$ cat src/rtl/relu_vector_streamer_if.sv
// Handshake bundle between the ReLU layer, the vector streamer and the next layer.
// The slave modport is the streamer's view; master is the surrounding environment.
interface relu_vector_streamer_if #(
    parameter int WIDTH = 16,
    parameter int SIZE  = 64
);
    localparam int IW = $clog2(SIZE);

    logic                        in_valid;
    logic                        in_ready;
    logic [SIZE-1:0][WIDTH-1:0]  input_data;
    logic                        out_valid;
    logic                        out_ready;
    logic [WIDTH-1:0]            out_data;
    logic [IW-1:0]               out_index;
    logic                        out_last;

    modport slave (
        input  in_valid,
        input  input_data,
        input  out_ready,
        output in_ready,
        output out_valid,
        output out_data,
        output out_index,
        output out_last
    );

    modport master (
        output in_valid,
        output input_data,
        output out_ready,
        input  in_ready,
        input  out_valid,
        input  out_data,
        input  out_index,
        input  out_last
    );
endinterface

$ cat src/rtl/relu_vector_streamer.sv
// Captures a whole activation vector in one handshake and replays it one element
// per beat, optionally skipping zero elements while always emitting the last one.
module relu_vector_streamer #(
    parameter int WIDTH      = 16,
    parameter int NFRAC      = 10,
    parameter int SIZE       = 64,
    parameter int SKIP_ZEROS = 0
) (
    input  logic clk,
    input  logic rst,
    relu_vector_streamer_if.slave bus
);
    localparam int            IW       = $clog2(SIZE);
    localparam logic [IW-1:0] LAST_PTR = IW'(SIZE - 1);

    if (NFRAC > WIDTH) begin : g_nfrac_check
        $error("NFRAC must not exceed WIDTH");
    end

    typedef enum logic {
        IDLE,
        STREAM
    } state_t;

    state_t                     state;
    state_t                     state_next;
    logic [IW-1:0]              ptr;
    logic [IW-1:0]              ptr_next;
    logic [SIZE-1:0][WIDTH-1:0] data_buf;
    logic [SIZE-1:0]            nz_mask;
    logic [SIZE-1:0]            in_mask;
    logic                       capture;

    // Smallest index q >= start whose element is non-zero; falls back to the last index.
    function automatic logic [IW-1:0] next_nz(input logic [SIZE-1:0] mask, input int start);
        next_nz = LAST_PTR;
        for (int q = SIZE - 2; q >= 0; q--) begin
            if (q >= start && mask[q]) begin
                next_nz = q[IW-1:0];
            end
        end
    endfunction

    always_comb begin
        in_mask = '0;
        for (int i = 0; i < SIZE; i++) begin
            in_mask[i] = (bus.input_data[i] != '0);
        end
    end

    always_comb begin
        state_next    = state;
        ptr_next      = ptr;
        capture       = 1'b0;
        bus.in_ready  = 1'b0;
        bus.out_valid = 1'b0;
        bus.out_last  = 1'b0;
        bus.out_data  = data_buf[ptr];
        bus.out_index = ptr;
        case (state)
            IDLE: begin
                bus.in_ready = !rst;
                if (bus.in_valid && !rst) begin
                    capture    = 1'b1;
                    state_next = STREAM;
                    ptr_next   = (SKIP_ZEROS != 0) ? next_nz(in_mask, 0) : '0;
                end
            end
            STREAM: begin
                bus.out_valid = 1'b1;
                bus.out_last  = (ptr == LAST_PTR);
                if (bus.out_ready) begin
                    if (ptr == LAST_PTR) begin
                        state_next = IDLE;
                        ptr_next   = '0;
                    end else begin
                        ptr_next = (SKIP_ZEROS != 0) ? next_nz(nz_mask, int'(ptr) + 1)
                                                     : ptr + IW'(1);
                    end
                end
            end
            default: begin
                state_next = IDLE;
                ptr_next   = '0;
            end
        endcase
    end

    // The buffer and its non-zero mask only change on a capture, so they stay frozen while streaming.
    always_ff @(posedge clk or posedge rst) begin
        if (rst) begin
            state    <= IDLE;
            ptr      <= '0;
            data_buf <= '0;
            nz_mask  <= '0;
        end else begin
            state <= state_next;
            ptr   <= ptr_next;
            if (capture) begin
                data_buf <= bus.input_data;
                nz_mask  <= in_mask;
            end
        end
    end
endmodule

$ cat src/flat_wrapper.sv
// flat-port wrapper written by rule: the top's interface ports become plain ports
module relu_vector_streamer_flat 
#(
    parameter int WIDTH      = 16,
    parameter int NFRAC      = 10,
    parameter int SIZE       = 64,
    parameter int SKIP_ZEROS = 0
)
  (clk, rst, bus_in_valid, bus_input_data, bus_out_ready, bus_in_ready, bus_out_valid, bus_out_data, bus_out_index, bus_out_last);
  relu_vector_streamer_if #(.WIDTH(WIDTH), .SIZE(SIZE)) bus_i ();
  input  logic clk;
  input  logic rst;
  input wire logic [$bits(bus_i.in_valid)-1:0] bus_in_valid;
  input wire logic [$bits(bus_i.input_data)-1:0] bus_input_data;
  input wire logic [$bits(bus_i.out_ready)-1:0] bus_out_ready;
  output wire logic [$bits(bus_i.in_ready)-1:0] bus_in_ready;
  output wire logic [$bits(bus_i.out_valid)-1:0] bus_out_valid;
  output wire logic [$bits(bus_i.out_data)-1:0] bus_out_data;
  output wire logic [$bits(bus_i.out_index)-1:0] bus_out_index;
  output wire logic [$bits(bus_i.out_last)-1:0] bus_out_last;
  assign bus_i.in_valid = bus_in_valid;
  assign bus_i.input_data = bus_input_data;
  assign bus_i.out_ready = bus_out_ready;
  assign bus_in_ready = bus_i.in_ready;
  assign bus_out_valid = bus_i.out_valid;
  assign bus_out_data = bus_i.out_data;
  assign bus_out_index = bus_i.out_index;
  assign bus_out_last = bus_i.out_last;
  relu_vector_streamer #(.WIDTH(WIDTH), .NFRAC(NFRAC), .SIZE(SIZE), .SKIP_ZEROS(SKIP_ZEROS)) u_core (.clk(clk), .rst(rst), .bus(bus_i));
endmodule
$ cat config.mk
export PLATFORM = sky130hd
export DESIGN_NAME = relu_vector_streamer_flat
export DESIGN_NICKNAME = d
export VERILOG_FILES = /design/src/rtl/relu_vector_streamer_if.sv /design/src/rtl/relu_vector_streamer.sv /design/src/flat_wrapper.sv
export SDC_FILE = /design/constraint.sdc
export NUM_CORES = 2
export LEC_CHECK = 0
export BUFFER_PORTS_ARGS = -buffer_cell sky130_fd_sc_hd__buf_4
export CORE_AREA = 2 2 407 409
export CTS_BUF_LIST = sky130_fd_sc_hd__clkbuf_8
export CTS_CLUSTER_SIZE = 30
export DETAILED_ROUTE_END_ITERATION = 16
export DIE_AREA = 0 0 409 411
export PLACE_DENSITY = 0.54
export SETUP_SLACK_MARGIN = 0.2
export SYNTH_ARGS = -nofsm -noshare
export SYNTH_HDL_FRONTEND = slang
export SYNTH_SLANG_ARGS = --single-unit
$ cat constraint.sdc
create_clock -name clk -period 64.3 [get_ports clk]
set_input_delay 6.43 -clock clk [delete_from_list [all_inputs] [get_ports clk]]
set_output_delay 6.43 -clock clk [all_outputs]
set_load 0.01 [all_outputs]
Yosys cells after proc, flatten, opt, wreduce, memory -nomap -nowiden
Cells that the tools add are included.
- reductions and logical operators: 3
- equality and inequality tests: 3
- multiplexer cells: 14
- bitwise gates (word level): 1
- add/subtract/negate cells: 1
- order comparisons: 1
- operator list (kind ; number):
    binary-select mux 16 bit (select 6 bit) ; 1
    two-way mux 6 bit ; 3
    two-way mux 16 bit ; 1
    one-hot mux 6 bit (2 select lines) ; 1
    < comparator 6 x 7 -> 1 bit (second input constant) ; 1
    two-way mux 1 bit ; 7
    adder 6 x 1 -> 6 bit (second input constant) ; 1
    == test 6 bit (second input constant) ; 1
    inequality test 2 x 1 -> 1 bit (second input constant) ; 1
    inequality test 2 bit (second input constant) ; 1
    one-hot mux 1 bit (2 select lines) ; 1
    AND reduction 2 bit ; 1
    logical AND 1 bit ; 1
    zero test 1 bit ; 1
    inverter 1 bit ; 1
- bits in registers: 1031
- output and inout bits: 25
- bits of input ports: 1028
- word-level logic and storage cells: 89

Depth between registers and ports, before layout
- word-level depth: 4
- gate-level depth with buffers: 9
- mapped depth without buffers: 6

Least setup slack after synthesis
No wires, ideal clock.
- kind: input to output
- start: input rst
- end: output bus_in_ready
- path slack: 51.283 ns
- buffers on the path: 0
- data arrival time: 6.587 ns
- stages on the path: 1
- required time: 57.870 ns
- cell sequence: nor2_1
- cells in the longest elaborated chain, start to end: 2
- ends and longest elaborated chain (what ; RTL line ; text):
    start, declared ; flat_wrapper.sv:12 ; input logic rst;
    zero test 1 bit ; relu_vector_streamer.sv:62 ; bus.in_ready = !rst;
    two-way mux 1 bit ; relu_vector_streamer.sv:60 ; case (state)
    end, declared ; flat_wrapper.sv:16 ; output wire logic [$bits(bus_i.in_ready)-1:0] bus_in_ready;
Every way passes these cells.

Worst setup path after layout
Same ends and word-level chain as after synthesis.

==> summary.txt <==
GRT
  • GR Util All Layers: 21.3%
  • Vias in the first global route: 32400
  • Largest net degree at the start of global routing: 179
  • Initial antenna violation count: 55
  • Grt ovf: 0
  • First-pass GRT wire length: 252000 um

Route
  • Final WL: 183000 um
  • DRT antenna net count: 0
  • Vias/cell: 4.84
  • Routed len/inst: 29.0 um
  • DR vias: 30600
  • Final routed DRC violation total: 0
  • DRT iter0 DRCs: 2083
  • First-pass DRT Iterations: 5

Power
  • Switching share of power: 35.0%
  • P_sw: 1030 uW
  • Worst vdd ir: 21.9 uV
  • Power Density: 48.9 nW/um2
  • Lkg Pwr: 0.0258 uW
  • Seq pwr share: 40.4%
  • Comb pwr share: 38.2%
  • Int Power: 1910 uW
  • Clock group share of total power: 21.4%

Setup path
  • Critical path arrival: 7.22 ns
  • Crit-path most repeated cell: buf_4
  • Critical path buffer and inverter count: 2
  • Worst r2r dst: u_core.data_buf[542]$_DFFE_PP0P_
  • WP depth: 3
  • CP Capture Point: bus_in_ready
  • Max FO, Critical Path: 3
  • CP cell instances: buf_4 > nor2_1 > buf_4
  • Critical path's top delay family: buffers and inverters
  • WP data required: 57.87 ns
  • Flop-to-flop setup slack: 59.56 ns
  • Critical path class: in2out
  • R2R cell count: 6
  • Crit path largest cell delay: 0.39 ns
  • Reg-to-reg startpoint: u_core.state$_DFF_PP0_
  • CP Launch Type: primary input
  • Crit-path slowest cell: nor2_1
  • Critical Path Source: rst
  • Crit. End Element: output pin

Cells and area
  • Most frequent cells in the layout: buf_4 (1102), dfrtp_1 (1025), mux2_2 (1024)
  • Final nets: 4991
  • Fraction of layout cells with a size suffix above 1: 64.0%
  • Commonest non-fill, non-tap cell in the layout: buf_4
  • Number of fill cells in the layout: 15900
  • Area grow syn2layout: 30.2%
  • Final Util: 36.6%

Yosys
  • Synthesized instance count: 2881
  • Asr flop ratio synth: 100%
  • Mean post-synth cell area: 16.0 um2
  • Mapped Area: 46100 um2
  • Unique masters post-synth: 45
  • Flops & latches, synth: 1031
  • Syn Nets: 3910
  • Synth warnings: 0
  • Dominant cells by area after synthesis: dfrtp_1 (56%), mux2_2 (25%), mux4_2 (11%)
  • Top-area cell type share of the netlist area: 56.0%
  • EDFF count, synth: 0
  • Ys flop type: dfrtp_1
  • Sequential-to-total area share from yosys stat: 56.0%
  • Area leader, netlist: dfrtp_1

Floorplan
  • Core area: 164000 um2
  • I/O Pins: 1053
  • Die Ht: 411 um
  • Cell Rows: 149
  • Initial core utilization: 28.1%
  • Chip width: 409 um
  • Die area: 168000 um2

CTS
  • Post-CTS Resized: 0
  • CTS max path bufs: 3
  • Clock-pin slew on the worst setup and hold paths: 0.06 ns
  • CTS Sinks: 1031
  • TritonCTS clock tree: done
  • H-tree depth: 4
  • Clk Latency, worst-skew pair: 0.93 ns
  • Hold buffer count at CTS: 0
  • Postcts setup bufs: 0
  • Num CTS Buffers: 186
  • Root buffer cell: clkbuf_8

Timing
  • Final Cycle Share: 21.2%
  • Skew final: 0.0380 ns
  • Min Tclk post-route: 13.65 ns
  • Max Transition Viols Final: 0
  • Slew at the pin closest to its max-slew limit: 1.32 ns
  • Unrepaired setup endpoints after global routing: false
  • Final setup violation count: 0
  • Setup TNS: 0 ns
  • Fmax: 73.3 MHz
  • Max_slew headroom: 11.9%
  • Final Hold Viols: 0

Placement
  • HPWL Detailed: 140000 um
  • Placer congestion estimate: 0.822
  • PortBufs: 1052

Flow run
  • Max-cap viol count: 0

Run status
  • Status: finished, final reports clean

Hold path
  • HP Class: reg2reg
## cell usage after synthesis, types with 4 or more instances
master and instances:
o22ai_1 53, nand3_1 5, nand3b_1 4, mux4_2 218, nor3_1 5, nand2_1 33
o21ai_0 20, mux2_2 1024, a22oi_1 31, nor2_1 15, nand4_1 31, mux2i_1 83
a21oi_1 17, buf_2 139, nor4_1 13, a211oi_1 4, a31oi_1 6, dfrtp_1 1031
buf_4 11, clkbuf_1 52, o22a_1 12, a221o_1 5, buf_6 5, buf_1 7
a221oi_1 23
## worst min path at each step
| stage | slack [ns] | from | cells past startpoint | to |
|---|---|---|---|---|
| 2_1_floorplan | 0.48 | u_core.data_buf[962]$_DFFE_PP0P_ | 1 | u_core.data_buf[962]$_DFFE_PP0P_ |
| 3_3_place_gp | 0.48 | u_core.data_buf[425]$_DFFE_PP0P_ | 1 | u_core.data_buf[425]$_DFFE_PP0P_ |
| 3_5_place_dp | 0.49 | u_core.data_buf[899]$_DFFE_PP0P_ | 1 | u_core.data_buf[899]$_DFFE_PP0P_ |
| 4_1_cts | 0.50 | u_core.data_buf[899]$_DFFE_PP0P_ | 1 | u_core.data_buf[899]$_DFFE_PP0P_ |
| 5_1_grt | 0.51 | u_core.data_buf[47]$_DFFE_PP0P_ | 1 | u_core.data_buf[47]$_DFFE_PP0P_ |
| 6_report | 0.50 | u_core.data_buf[633]$_DFFE_PP0P_ | 1 | u_core.data_buf[633]$_DFFE_PP0P_ |
## flip-flops by register name, indices dropped and copies added, names as in the netlist
register              flops
u_core.data_buf        1024
u_core.bus.out_index      6
u_core.state              1
## kinds of logic after synthesis
kind of cell	share of synthesized area [%]
AND/OR/NAND/NOR	1.43
AO/OA/AOI/OAI	2.79
multiplexers	37.5
flip-flops	56.0
adder cells (fa/ha/maj)	0.0271
buffers and inverters	2.32
## cell type report
type	count	area, um2	area share (%)
sequential	1031	25800	43.0
multi-input combinational	1633	19300	32.2
timing repair buffer	1107	8370	13.9
clock buffer	229	3150	5.25
tap	2189	2740	4.56
clock inverter	91	553	0.921
antenna	25	62.6	0.104
inverter	3	18.8	0.0313
## metrics by stage
stage	total power, uW	cells	hold WS (ns)	worst slack, ns	instance area [um2]
finish	2930	6308	0.499	50.65	60000
global route	3090	6303	0.513	50.50	60000
CTS	2990	6283	0.503	50.57	60000
detailed placement	2350	5963	0.490	50.70	56200
global placement	2320	5963	0.483	50.73	56200
floorplan	1830	2881	0.475	28.86	46100
## per-layer routing
metal  track usage [%]  vias up  part of all wire, %
li1                  -    13200                    -
met1              24.9    16100                   39
met2              37.0     1034                   52
met3              6.71      233                  7.3
met4              6.62       28                  2.4
met5                 0        -                0.098
## power by group through the flow
| stage | registers [uW] | clock network [uW] | logic, uW |
|---|---|---|---|
| 2_1_floorplan | 1100 | 0 | 731 |
| 3_3_place_gp | 1180 | 0 | 1140 |
| 3_5_place_dp | 1190 | 0 | 1150 |
| 4_1_cts | 1180 | 647 | 1160 |
| 5_1_grt | 1220 | 675 | 1200 |
| 6_report | 1180 | 628 | 1120 |
## worst reg2reg max path, cell delays in order, from the launching register on
cell     delay [ns]
dfrtp_1        0.56
nor3b_2        0.25
buf_4          0.80
buf_12         0.71
buf_4          0.89
buf_4          0.89
mux2_2         0.51
Note: power is estimated with default switching activity, not from simulation.
